[src/rtl/rdma_ctrl_sink_pkg.sv]
// Shared types and widths for the RDMA control-path sink.
// Optional statistics are enabled with the RDMA_CTRL_SINK_STATS_EN macro (see rdma_ctrl_sink.sv).
package rdma_ctrl_sink_pkg;

  localparam int RDMA_QPN_BITS       = 24;
  localparam int RDMA_QP_INTF_BITS   = 96;
  localparam int RDMA_QP_CONN_BITS   = 128;
  localparam int RDMA_CTRL_DATA_BITS = (RDMA_QP_INTF_BITS > RDMA_QP_CONN_BITS) ?
                                       RDMA_QP_INTF_BITS : RDMA_QP_CONN_BITS;
  localparam int RDMA_CTRL_ACK_BITS  = 1 + 2 + RDMA_QPN_BITS;

  typedef enum logic [1:0] {
    RDMA_CTRL_OK        = 2'd0,
    RDMA_CTRL_ERR_RANGE = 2'd1,
    RDMA_CTRL_ERR_NOQP  = 2'd2
  } rdma_ctrl_err_t;

  typedef enum logic [1:0] {
    ST_IDLE  = 2'd0,
    ST_WRITE = 2'd1,
    ST_ACK   = 2'd2
  } rdma_ctrl_state_t;

  // Completion word layout: {type, err, qpn}
  function automatic logic [RDMA_CTRL_ACK_BITS-1:0] rdma_ctrl_pack_ack(
    input logic                     i_type,
    input rdma_ctrl_err_t           i_err,
    input logic [RDMA_QPN_BITS-1:0] i_qpn
  );
    return {i_type, i_err, i_qpn};
  endfunction

endpackage

[src/rtl/rdma_ctrl_rr_arb.sv]
// Two-input round-robin grant between the QP-context and connection streams.
// The pointer names the side that wins a tie; it toggles after every accepted request.
module rdma_ctrl_rr_arb (
  input  logic i_clk,
  input  logic i_reset,
  input  logic i_reqQp,
  input  logic i_reqConn,
  input  logic i_advance,
  output logic o_gntQp,
  output logic o_gntConn
);

  logic r_ptrConn;

  // Grant a lone requester outright; on a tie the pointer side wins
  always_comb begin
    o_gntQp   = 1'b0;
    o_gntConn = 1'b0;
    if (i_reqQp && i_reqConn) begin
      o_gntQp   = ~r_ptrConn;
      o_gntConn = r_ptrConn;
    end else begin
      o_gntQp   = i_reqQp;
      o_gntConn = i_reqConn;
    end
  end

  // Pointer flips on each handshake and holds while idle
  always_ff @(posedge i_clk) begin
    if (i_reset) begin
      r_ptrConn <= 1'b0;
    end else if (i_advance) begin
      r_ptrConn <= ~r_ptrConn;
    end
  end

endmodule

[src/rtl/rdma_ctrl_sink.sv]
// Network-side terminator of the RDMA control path: arbitrates QP-context and
// connection requests, validates them, writes the context tables and acks each one.
// Define RDMA_CTRL_SINK_STATS_EN to add saturating per-category completion counters.
module rdma_ctrl_sink
  import rdma_ctrl_sink_pkg::*;
#(
  parameter int N_QP       = 16,
  parameter int STATS_BITS = 32
) (
  input  logic                           aclk,
  input  logic                           areset,
  input  logic                           s_qp_valid,
  output logic                           s_qp_ready,
  input  logic [RDMA_QP_INTF_BITS-1:0]   s_qp_data,
  input  logic                           s_conn_valid,
  output logic                           s_conn_ready,
  input  logic [RDMA_QP_CONN_BITS-1:0]   s_conn_data,
  output logic                           m_ctx_wr_valid,
  input  logic                           m_ctx_wr_ready,
  output logic                           m_ctx_wr_sel,
  output logic [RDMA_QPN_BITS-1:0]       m_ctx_wr_qpn,
  output logic [RDMA_CTRL_DATA_BITS-1:0] m_ctx_wr_data,
  output logic                           m_ack_valid,
  input  logic                           m_ack_ready,
  output logic [RDMA_CTRL_ACK_BITS-1:0]  m_ack_data
`ifdef RDMA_CTRL_SINK_STATS_EN
  ,
  output logic [STATS_BITS-1:0]          stat_qp_ok,
  output logic [STATS_BITS-1:0]          stat_conn_ok,
  output logic [STATS_BITS-1:0]          stat_err
`endif
);

  localparam int QIDX_BITS = (N_QP > 1) ? $clog2(N_QP) : 1;

  rdma_ctrl_state_t               r_state;
  rdma_ctrl_state_t               w_nextState;
  logic                           w_idle;
  logic                           w_gntQp;
  logic                           w_gntConn;
  logic                           w_inHs;
  logic                           w_wrHs;
  logic                           w_ackHs;

  logic                           w_capSel;
  logic [RDMA_QPN_BITS-1:0]       w_capQpn;
  logic [RDMA_CTRL_DATA_BITS-1:0] w_capData;
  rdma_ctrl_err_t                 w_capErr;

  logic                           r_sel;
  logic [RDMA_QPN_BITS-1:0]       r_qpn;
  logic [RDMA_CTRL_DATA_BITS-1:0] r_data;
  rdma_ctrl_err_t                 r_err;
  logic [N_QP-1:0]                r_qpValid;

  rdma_ctrl_rr_arb u_arb (
    .i_clk     (aclk),
    .i_reset   (areset),
    .i_reqQp   (s_qp_valid),
    .i_reqConn (s_conn_valid),
    .i_advance (w_inHs),
    .o_gntQp   (w_gntQp),
    .o_gntConn (w_gntConn)
  );

  assign s_qp_ready   = w_idle & w_gntQp;
  assign s_conn_ready = w_idle & w_gntConn;
  assign w_inHs  = (s_qp_valid & s_qp_ready) | (s_conn_valid & s_conn_ready);
  assign w_wrHs  = m_ctx_wr_valid & m_ctx_wr_ready;
  assign w_ackHs = m_ack_valid & m_ack_ready;

  assign w_capSel  = w_gntConn;
  assign w_capQpn  = w_gntConn ? s_conn_data[RDMA_QPN_BITS-1:0] : s_qp_data[RDMA_QPN_BITS-1:0];
  assign w_capData = w_gntConn ? RDMA_CTRL_DATA_BITS'(s_conn_data) : RDMA_CTRL_DATA_BITS'(s_qp_data);

  // Classify the granted request; an out-of-range QPN masks the bitmap lookup
  always_comb begin
    w_capErr = RDMA_CTRL_OK;
    if (w_capQpn >= RDMA_QPN_BITS'(N_QP)) begin
      w_capErr = RDMA_CTRL_ERR_RANGE;
    end else if (w_capSel && !r_qpValid[w_capQpn[QIDX_BITS-1:0]]) begin
      w_capErr = RDMA_CTRL_ERR_NOQP;
    end
  end

  // FSM state register
  always_ff @(posedge aclk) begin
    if (areset) begin
      r_state <= ST_IDLE;
    end else begin
      r_state <= w_nextState;
    end
  end

  // Next state and handshake outputs; rejected requests skip the table write
  always_comb begin
    w_nextState    = r_state;
    w_idle         = 1'b0;
    m_ctx_wr_valid = 1'b0;
    m_ack_valid    = 1'b0;
    case (r_state)
      ST_IDLE: begin
        w_idle = 1'b1;
        if (w_inHs) begin
          w_nextState = (w_capErr == RDMA_CTRL_OK) ? ST_WRITE : ST_ACK;
        end
      end
      ST_WRITE: begin
        m_ctx_wr_valid = 1'b1;
        if (m_ctx_wr_ready) begin
          w_nextState = ST_ACK;
        end
      end
      ST_ACK: begin
        m_ack_valid = 1'b1;
        if (m_ack_ready) begin
          w_nextState = ST_IDLE;
        end
      end
      default: begin
        w_nextState = ST_IDLE;
      end
    endcase
  end

  // Hold the accepted request so write and ack data stay stable under backpressure
  always_ff @(posedge aclk) begin
    if (areset) begin
      r_sel  <= 1'b0;
      r_qpn  <= '0;
      r_data <= '0;
      r_err  <= RDMA_CTRL_OK;
    end else if (w_inHs) begin
      r_sel  <= w_capSel;
      r_qpn  <= w_capQpn;
      r_data <= w_capData;
      r_err  <= w_capErr;
    end
  end

  // A QP becomes valid once its context write is accepted by the table
  always_ff @(posedge aclk) begin
    if (areset) begin
      r_qpValid <= '0;
    end else if (w_wrHs && !r_sel) begin
      r_qpValid[r_qpn[QIDX_BITS-1:0]] <= 1'b1;
    end
  end

  assign m_ctx_wr_sel  = r_sel;
  assign m_ctx_wr_qpn  = r_qpn;
  assign m_ctx_wr_data = r_data;
  assign m_ack_data    = rdma_ctrl_pack_ack(r_sel, r_err, r_qpn);

`ifdef RDMA_CTRL_SINK_STATS_EN
  logic [STATS_BITS-1:0] r_statQpOk;
  logic [STATS_BITS-1:0] r_statConnOk;
  logic [STATS_BITS-1:0] r_statErr;

  // Saturating completion counters, bumped when the ack is taken
  always_ff @(posedge aclk) begin
    if (areset) begin
      r_statQpOk   <= '0;
      r_statConnOk <= '0;
      r_statErr    <= '0;
    end else if (w_ackHs) begin
      if (r_err != RDMA_CTRL_OK) begin
        if (r_statErr != '1) r_statErr <= r_statErr + STATS_BITS'(1);
      end else if (r_sel) begin
        if (r_statConnOk != '1) r_statConnOk <= r_statConnOk + STATS_BITS'(1);
      end else begin
        if (r_statQpOk != '1) r_statQpOk <= r_statQpOk + STATS_BITS'(1);
      end
    end
  end

  assign stat_qp_ok   = r_statQpOk;
  assign stat_conn_ok = r_statConnOk;
  assign stat_err     = r_statErr;
`else
  logic w_ackHsUnused;
  assign w_ackHsUnused = w_ackHs;
`endif

endmodule

[config.mk]
export PLATFORM = sky130hd
export DESIGN_NAME = rdma_ctrl_sink
export DESIGN_NICKNAME = d
export VERILOG_FILES = /design/src/rtl/rdma_ctrl_sink_pkg.sv /design/src/rtl/rdma_ctrl_rr_arb.sv /design/src/rtl/rdma_ctrl_sink.sv
export SDC_FILE = /design/constraint.sdc
export NUM_CORES = 1
export LEC_CHECK = 0
export CAP_MARGIN = 25
export CELL_PAD_IN_SITES_DETAIL_PLACEMENT = 0
export CELL_PAD_IN_SITES_GLOBAL_PLACEMENT = 1
export CORE_MARGIN = 5
export CORE_UTILIZATION = 26
export DETAILED_ROUTE_END_ITERATION = 8
export PLACE_DENSITY = 0.85
export SYNTH_ARGS = -nofsm -noshare
export SYNTH_HDL_FRONTEND = slang
export SYNTH_SLANG_ARGS = --single-unit
[constraint.sdc]
create_clock -name aclk -period 2.2 [get_ports aclk]
set_input_delay 0.44 -clock aclk [delete_from_list [all_inputs] [get_ports aclk]]
set_output_delay 0.44 -clock aclk [all_outputs]
set_load 0.05 [all_outputs]
; ---- Word-level counts from Yosys, hierarchy flattened
; Cells that the tools add are included.
; Widths: inputs -> output; s select.
[totals]
ff_bits = 174
latch_bits = 0
mem_bits_rw = 0
mem_bits_ro = 0
in_bits = 230
out_inout_bits = 184
elab_cells = 51
memories = 0
[op_classes]
addsub = 0
mul = 0
div_mod_pow = 0
order_cmp = 4
eq_ne = 5
n_shift = 0
muxes = 18
bitwise = 8
reduce_logical = 9
[ops]
columns = op, n
row1 = $mux 128, 1
row2 = $ge 24x5->1 const B, 1
row3 = $mux 24, 1
row4 = $or 16x16->16, 1
row5 = $mux 2, 6
row6 = $lt 4x5->1 const B, 2
row7 = $mux 1, 7
row8 = $pmux 2 s3, 1
row9 = $and 1x1->1, 5
row10 = $bmux 1 s4, 1
row11 = $demux 1 s4, 1
row12 = $ge 4x1->1 const B, 1
row13 = $logic_and 1x1->1, 4
row14 = $logic_not 2->1, 2
row15 = $ne 2x2->1 const B, 2
row16 = $reduce_and 3->1, 1
row17 = $eq 2x1->1 const B, 1
row18 = $eq 2x2->1 const B, 1
row19 = $logic_not 1->1, 2
row20 = $ne 2x1->1 const B, 1
row21 = $not 1->1, 1
row22 = $or 1x1->1, 1

; ---- Logic depth before layout (Yosys ltp)
; Gate-level depths: netlist of run 1.
[logic_depth]
depth_word = 13
depth_mapped = 8
mapped_depth_nobuf = 7

; ---- Modules after synthesis
; From an unflattened synthesis of run 1, not the netlist that was laid out.
[unflattened]
hier_cells = 742
area_unflattened_um2 = 6729.0
[by_module_without_submodules]
columns = mod, instances, cells_per_inst, area_per_inst_um2, seq_area_each_um2
row1 = rdma_ctrl_sink, 1, 736, 6677.7, 2982.9
row2 = rdma_ctrl_rr_arb, 1, 6, 51.3, 20.0

; ---- Least setup slack after synthesis of run 1
; No wires, ideal clock.
[synth_path]
path_type = input to output
from = input s_qp_valid
to = output s_conn_ready
t_arrival_ns = 1.630
required_time_ns = 1.760
setup_slack_ns = 0.130
path_stages = 5
n_path_buf = 2
cell_sequence = nand2b_1 > buf_6 > nand2_4 > nor3_2 > clkbuf_1
[synth_between]
elab_chain_cells = 3
[synth_rtl]
columns = item, line_no
row1 = from (decl), rdma_ctrl_sink.sv:12  ; input logic s_qp_valid,
row2 = $logic_and 1x1->1, rdma_ctrl_rr_arb.sv:19  ; if (i_reqQp && i_reqConn) begin
row3 = $mux 1, rdma_ctrl_rr_arb.sv:19
row4 = $and 1x1->1, rdma_ctrl_sink.sv:67  ; assign s_conn_ready = w_idle & w_gntConn;
row5 = to (decl), rdma_ctrl_sink.sv:16  ; output logic s_conn_ready,
; No other way between the ends.

==> results.txt, run 1 <==
worst path cell trace -> clkdlybuf4s50_1
Syn Inst Count -> 733
Bufs and invs on worst path -> 1
CTS buffer count -> 17
Worst Path Class, Setup -> reg2out
Routed WL -> 25400 µm
Synth top area share -> 44.2%
core area -> 25900 µm²
CTS root buf -> clkbuf_16
#FFs+latches synth -> 150
first-pass GRT wire length -> 37400 µm
hold_buf cts -> 0
pre-CTS WS -> -0.410 ns
clock sink count -> 150
Slew @ Worst Pin -> 0.641 ns
Leak -> 4.83 nW
Pwr Density -> 806 nW/µm²
IO buf count -> 413
grt total ovfl -> 0
DR DRC count -> 0
Detailed Route Iter0 Violations -> 418
WP data required -> 1.76 ns
status -> completed
Initial Util -> 26.2%
Die ar. -> 29400 µm²
initial antenna violation count -> 0
Worst setup SP type -> flip-flop
hpwl dp -> 20200 µm
Vias -> 6728
mean area per synthesized cell -> 9.26 µm²
sequential share of the synthesized area -> 44.2%
via/cell ratio -> 4.63
Yosys top cell by area -> dfxtp_1
number of synthesized flops with an enable pin -> 0
warnings from Yosys -> 0
cell family with most CP delay -> buffers and inverters
Placed Area -> 11200 µm²
Cell Area, Synth -> 6790 µm²
Worst Path Max Fanout -> 4
vias in the first global route -> 6528
crit-path max cell delay -> 0.85 ns
Highest Clock Rate -> 467 MHz
area grow syn2layout -> 73.8%
Finished Core Util -> 45.5%
Post-synth top cells -> 156 x nor2_1, 150 x dfxtp_1, 97 x a211oi_1, 93 x mux2i_1, 49 x buf_4
# rows -> 59
# setup viols final -> 0
Final WS setup -> 0.0583 ns
ys async rst share -> 0%
drt pass-1 iters -> 4
CP endpoint kind -> primary output
crit path DAT -> 1.70 ns
GRT Total Usage -> 16.3%
most common cell in the synthesized netlist -> nor2_1
Top Ports -> 414
Final min period -> 2.14 ns
Slew HR -> 57.2%
Reg2Reg Setup Slack -> 0.22 ns
Die Span Y -> 172 µm
count of cell types in the netlist -> 46
die width -> 172 µm
later-pin clock latency in the skew report -> 0.42 ns
post-route cell area -> 11800 µm²
final worst-path cycle share -> 97.4%
routability cong. -> 0.930
dominant synthesized flop cell -> dfxtp_1
CTS tree -> built
CP max stage cell -> clkdlybuf4s50_1
largest net degree at the start of global routing -> 52
H-tree Lvls -> 4
worst min path class -> reg2reg
hold_ws -> 0.482 ns
final non-filler cell total -> 1452
Filler Cells Inserted -> 2501
final hold violation count -> 0
Max IR drop VDD -> 466 µV
clock-pin slew on the worst setup and hold paths -> 0.07 ns
Max Cap Viol -> 0
Longest Clk Path Bufs -> 2
Clock Skew -> 0.0105 ns
Routed Antenna Nets -> 0
# nets final -> 1334
Net Count, Synth -> 963
antenna diode count -> 0
placed cells -> 1418
WL/cell -> 17.5 µm
share of cells above drive strength 1 -> 9.94%
fin. max-slew vios -> 0
leading post-synthesis cells by cell area -> dfxtp_1 44%, mux2i_1 14%, a211oi_1 11%
-- path summary, 6_finish.rpt --
check,start,end,depth (start not counted)
worst max-delay path,m_ctx_wr_qpn[5]$_SDFFE_PP0P_,m_ctx_wr_data[5],1
worst max register to register,u_arb.r_ptrConn$_SDFFE_PP0P_,r_state[1]$_SDFFE_PP0P_,8
worst min register to register,r_qpValid[3]$_SDFFE_PP0P_,r_qpValid[3]$_SDFFE_PP0P_,2
worst min-delay path,r_qpValid[3]$_SDFFE_PP0P_,r_qpValid[3]$_SDFFE_PP0P_,2
-- layout make-up --
type	count	area, µm²	share of cell area [%]
clock buffer	18	439	3.72
clock inverter	14	130	1.10
inverter	6	22.5	0.191
multi-input combinational	471	3140	26.6
sequential	150	3000	25.5
tap	335	419	3.55
timing repair buffer	458	4640	39.3
-- kinds of logic (layout without fill, tap and decap cells) --
logic type             count (synthesis)  count (layout)  share of synthesized area [%]
flip-flops                           150             150                           44.2
buffers and inverters                112             496                           10.0
AND/OR/NAND/NOR                      207             207                           13.1
XOR/XNOR                               1               1                          0.129
multiplexers                          94              94                           14.0
AO/OA/AOI/OAI                        169             169                           18.5
-- metal layers --
metal | global-route usage, % | vias to the layer above | share of wire, %
li1 | - | 3336 | -
met2 | 28.0 | 244 | 50
met4 | 4.93 | 0 | 2.3
met1 | 19.8 | 3115 | 40
met5 | 0 | - | 0
met3 | 4.53 | 33 | 7.8
-- metrics by stage --
| step | total power, W | TNS, ns |
|---|---|---|
| 2_1_floorplan | 0.00536 | 0 |
| 3_3_place_gp | 0.00671 | -1.36 |
| 3_5_place_dp | 0.00674 | -1.71 |
| 4_1_cts | 0.00965 | 0 |
| 5_1_grt | 0.00995 | -0.0145 |
| 6_report | 0.00951 | 0 |
-- cell usage in the layout, fill, tap and decap left out, types with 2 or more instances in the layout --
cell type and instances:
inv_8 5, inv_1 6, a21oi_1 17, buf_4 45, a22oi_1 32, nor2b_1 5, mux2i_1 93, buf_12 16
clkdlybuf4s50_1 389, a211oi_1 97, a31oi_1 5, o21ai_0 2, and2_4 2, clkbuf_16 17, nand3b_1 2, nand2b_1 2
dlymetal6s2s_1 4, nor3_2 2, nor2_1 156, dlygate4sd2_1 4, inv_6 7, nor4_1 9, nor3_1 9, o21ai_1 3
nand3_1 7, dfxtp_1 149, nand2_1 5
-- state kept, by name (all words and copies together), names as in the netlist --
name             cells
m_ctx_wr_qpn        23
m_ctx_wr_sel         1
r_qpValid           16
r_state              2
r_err                2
m_ctx_wr_data      105
u_arb.r_ptrConn      1
-- repair_timing --
item | 4_1_cts | 5_1_grt
setup endpoints to repair | 3 | 11
pin swaps | 1 | 1
resized for setup | 5 | 6
setup buffers | 1 | 1
-- where the power goes --
| group | switching, W | internal, W | leakage (nW) |
|---|---|---|---|
| combinational | 0.00209 | 0.00140 | 3.30 |
| sequential | 0.000192 | 0.00297 | 1.24 |
| clock | 0.00132 | 0.00154 | 0.283 |
(Power assumes the default switching activity.)
==> run 2: changes to the inputs <==
--- a/config.mk
+++ b/config.mk
@@ -8,7 +8,7 @@
 export CAP_MARGIN = 25
 export CELL_PAD_IN_SITES_DETAIL_PLACEMENT = 0
 export CELL_PAD_IN_SITES_GLOBAL_PLACEMENT = 1
-export CORE_MARGIN = 5
+export CORE_MARGIN = 2
 export CORE_UTILIZATION = 26
 export DETAILED_ROUTE_END_ITERATION = 8
 export PLACE_DENSITY = 0.85
==> run 2 against run 1 <==
  * Critical path type unchanged
  * Non-clock buffer count grew 1
  * Critical endpoint is now m_ctx_wr_data[13]
  * Critical path depth is the same
  * Sequential power is essentially flat
  * Clock power is essentially flat
  * Worst setup slack gained 0.014 ns
  * Sequential share of layout area shrank 0.11 points
  * Largest power group unchanged
  * Worst hold slack lost 0.0088 ns
  * Via count shrank 0.18%
  * Clock skew grew 0.0023 ns
  * Wire length shrank 2.7%
  * Die area shrank 6.9%
  * Total power grew 0.49%
==> results.txt, run 2 (synthesis results as in run 1) <==
clock-pin slew on the worst setup and hold paths -> 0.07 ns
post-route cell area -> 11800 µm²
crit-path max cell delay -> 0.84 ns
Leak -> 4.80 nW
Worst Path Class, Setup -> reg2out
hold_ws -> 0.474 ns
Bufs and invs on worst path -> 1
via/cell ratio -> 4.62
Pwr Density -> 807 nW/µm²
grt total ovfl -> 0
later-pin clock latency in the skew report -> 0.43 ns
Reg2Reg Setup Slack -> 0.18 ns
first-pass GRT wire length -> 36000 µm
hold_buf cts -> 0
# setup viols final -> 0
H-tree Lvls -> 4
die width -> 166 µm
status -> completed
Highest Clock Rate -> 470 MHz
routability cong. -> 0.827
Placed Area -> 11200 µm²
Die ar. -> 27400 µm²
Final min period -> 2.13 ns
worst min path class -> reg2reg
area grow syn2layout -> 74.4%
Slew HR -> 61.1%
Worst Hold Depth -> 2
CP max stage cell -> clkdlybuf4s50_1
Routed WL -> 24700 µm
largest net degree at the start of global routing -> 55
Longest Clk Path Bufs -> 2
IO buf count -> 413
final worst-path cycle share -> 96.7%
cell family with most CP delay -> buffers and inverters
leading cell types in the layout, fill and taps excluded -> 393 x clkdlybuf4s50_1, 156 x nor2_1, 150 x dfxtp_1
total chip power -> 0.00956 W
drt pass-1 iters -> 6
pre-CTS WS -> -0.340 ns
initial antenna violation count -> 0
CTS root buf -> clkbuf_16
RSZ-0062 raised after global routing -> false
Max IR drop VDD -> 474 µV
Detailed Route Iter0 Violations -> 319
vias in the first global route -> 6427
Vias -> 6716
Top Ports -> 414
Routed Antenna Nets -> 0
final hold violation count -> 0
Worst setup SP type -> flip-flop
fin. max-slew vios -> 0
Die Span Y -> 166 µm
hpwl dp -> 18900 µm
WP depth -> 1
clock sink count -> 150
DR DRC count -> 0
antenna diode count -> 0
WP data required -> 1.76 ns
worst r2r path cells -> 9
Largest register FFs -> 105
# nets final -> 1335
commonest non-fill, non-tap cell in the layout -> clkdlybuf4s50_1
setup TNS -> 0 ns
worst path cell trace -> clkdlybuf4s50_1
Final WS setup -> 0.0718 ns
crit path DAT -> 1.69 ns
Slew @ Worst Pin -> 0.584 ns
GRT Total Usage -> 17.1%
CP endpoint kind -> primary output
core area -> 25800 µm²
CTS tree -> built
# rows -> 59
Initial Util -> 26.3%
Worst Path Max Fanout -> 4
WL/cell -> 17.0 µm
Clock Skew -> 0.0128 ns
Max Cap Viol -> 0
share of cells above drive strength 1 -> 9.93%
CTS buffer count -> 17
run 2: cell types whose count changed in the layout (fill, tap and decap cells not counted), moves of 2 or more:
cell,before,now
inv_8,5,1
buf_4,45,43
clkinvlp_4,1,4
dlymetal6s2s_1,4,2
buf_12,16,19
dlygate4sd2_1,4,2
clkdlybuf4s50_1,389,393
run 2: final cells by class:
class	count	area, µm²
fill	2500	14000
timing repair buffer	459	4680
multi-input combinational	471	3150
sequential	150	3000
clock buffer	18	429
tap	335	419
clock inverter	14	138
inverter	6	22.5
run 2: worst paths after layout:
check / start / end
setup / recovery: m_ctx_wr_qpn[13]$_SDFFE_PP0P_ / m_ctx_wr_data[13]
hold / removal: r_qpValid[11]$_SDFFE_PP0P_ / r_qpValid[11]$_SDFFE_PP0P_
setup reg to reg: u_arb.r_ptrConn$_SDFFE_PP0P_ / r_err[1]$_SDFFE_PP0P_
hold reg to reg: r_qpValid[11]$_SDFFE_PP0P_ / r_qpValid[11]$_SDFFE_PP0P_
run 2: per-layer routing:
layer	part of all wire (%)	track usage (%)
met5	0	0
met4	1.9	5.21
met3	7.3	4.72
met1	40	19.5
met2	51	30.9
run 2: timing repair:
| item | 4_1_cts | 5_1_grt |
|---|---|---|
| setup endpoints to repair | 1 | 5 |
| setup buffers | 2 | 0 |
| resized for setup | 3 | 4 |
| pin swaps | 1 | 2 |
run 2: where the power goes:
part           total [W]  internal, W  leakage [nW]  switching, W
Sequential       0.00314      0.00297          1.24      0.000175
Combinational    0.00353      0.00143          3.30       0.00210
Clock            0.00289      0.00159         0.267       0.00130
run 2: stage by stage:
stage | utilization (%) | instances
final | 45.8 | 1453
after global routing | 45.8 | 1453
after CTS | 45.8 | 1453
after detailed placement | 43.5 | 1419
after global placement | 43.5 | 1419
after floorplan | - | 733
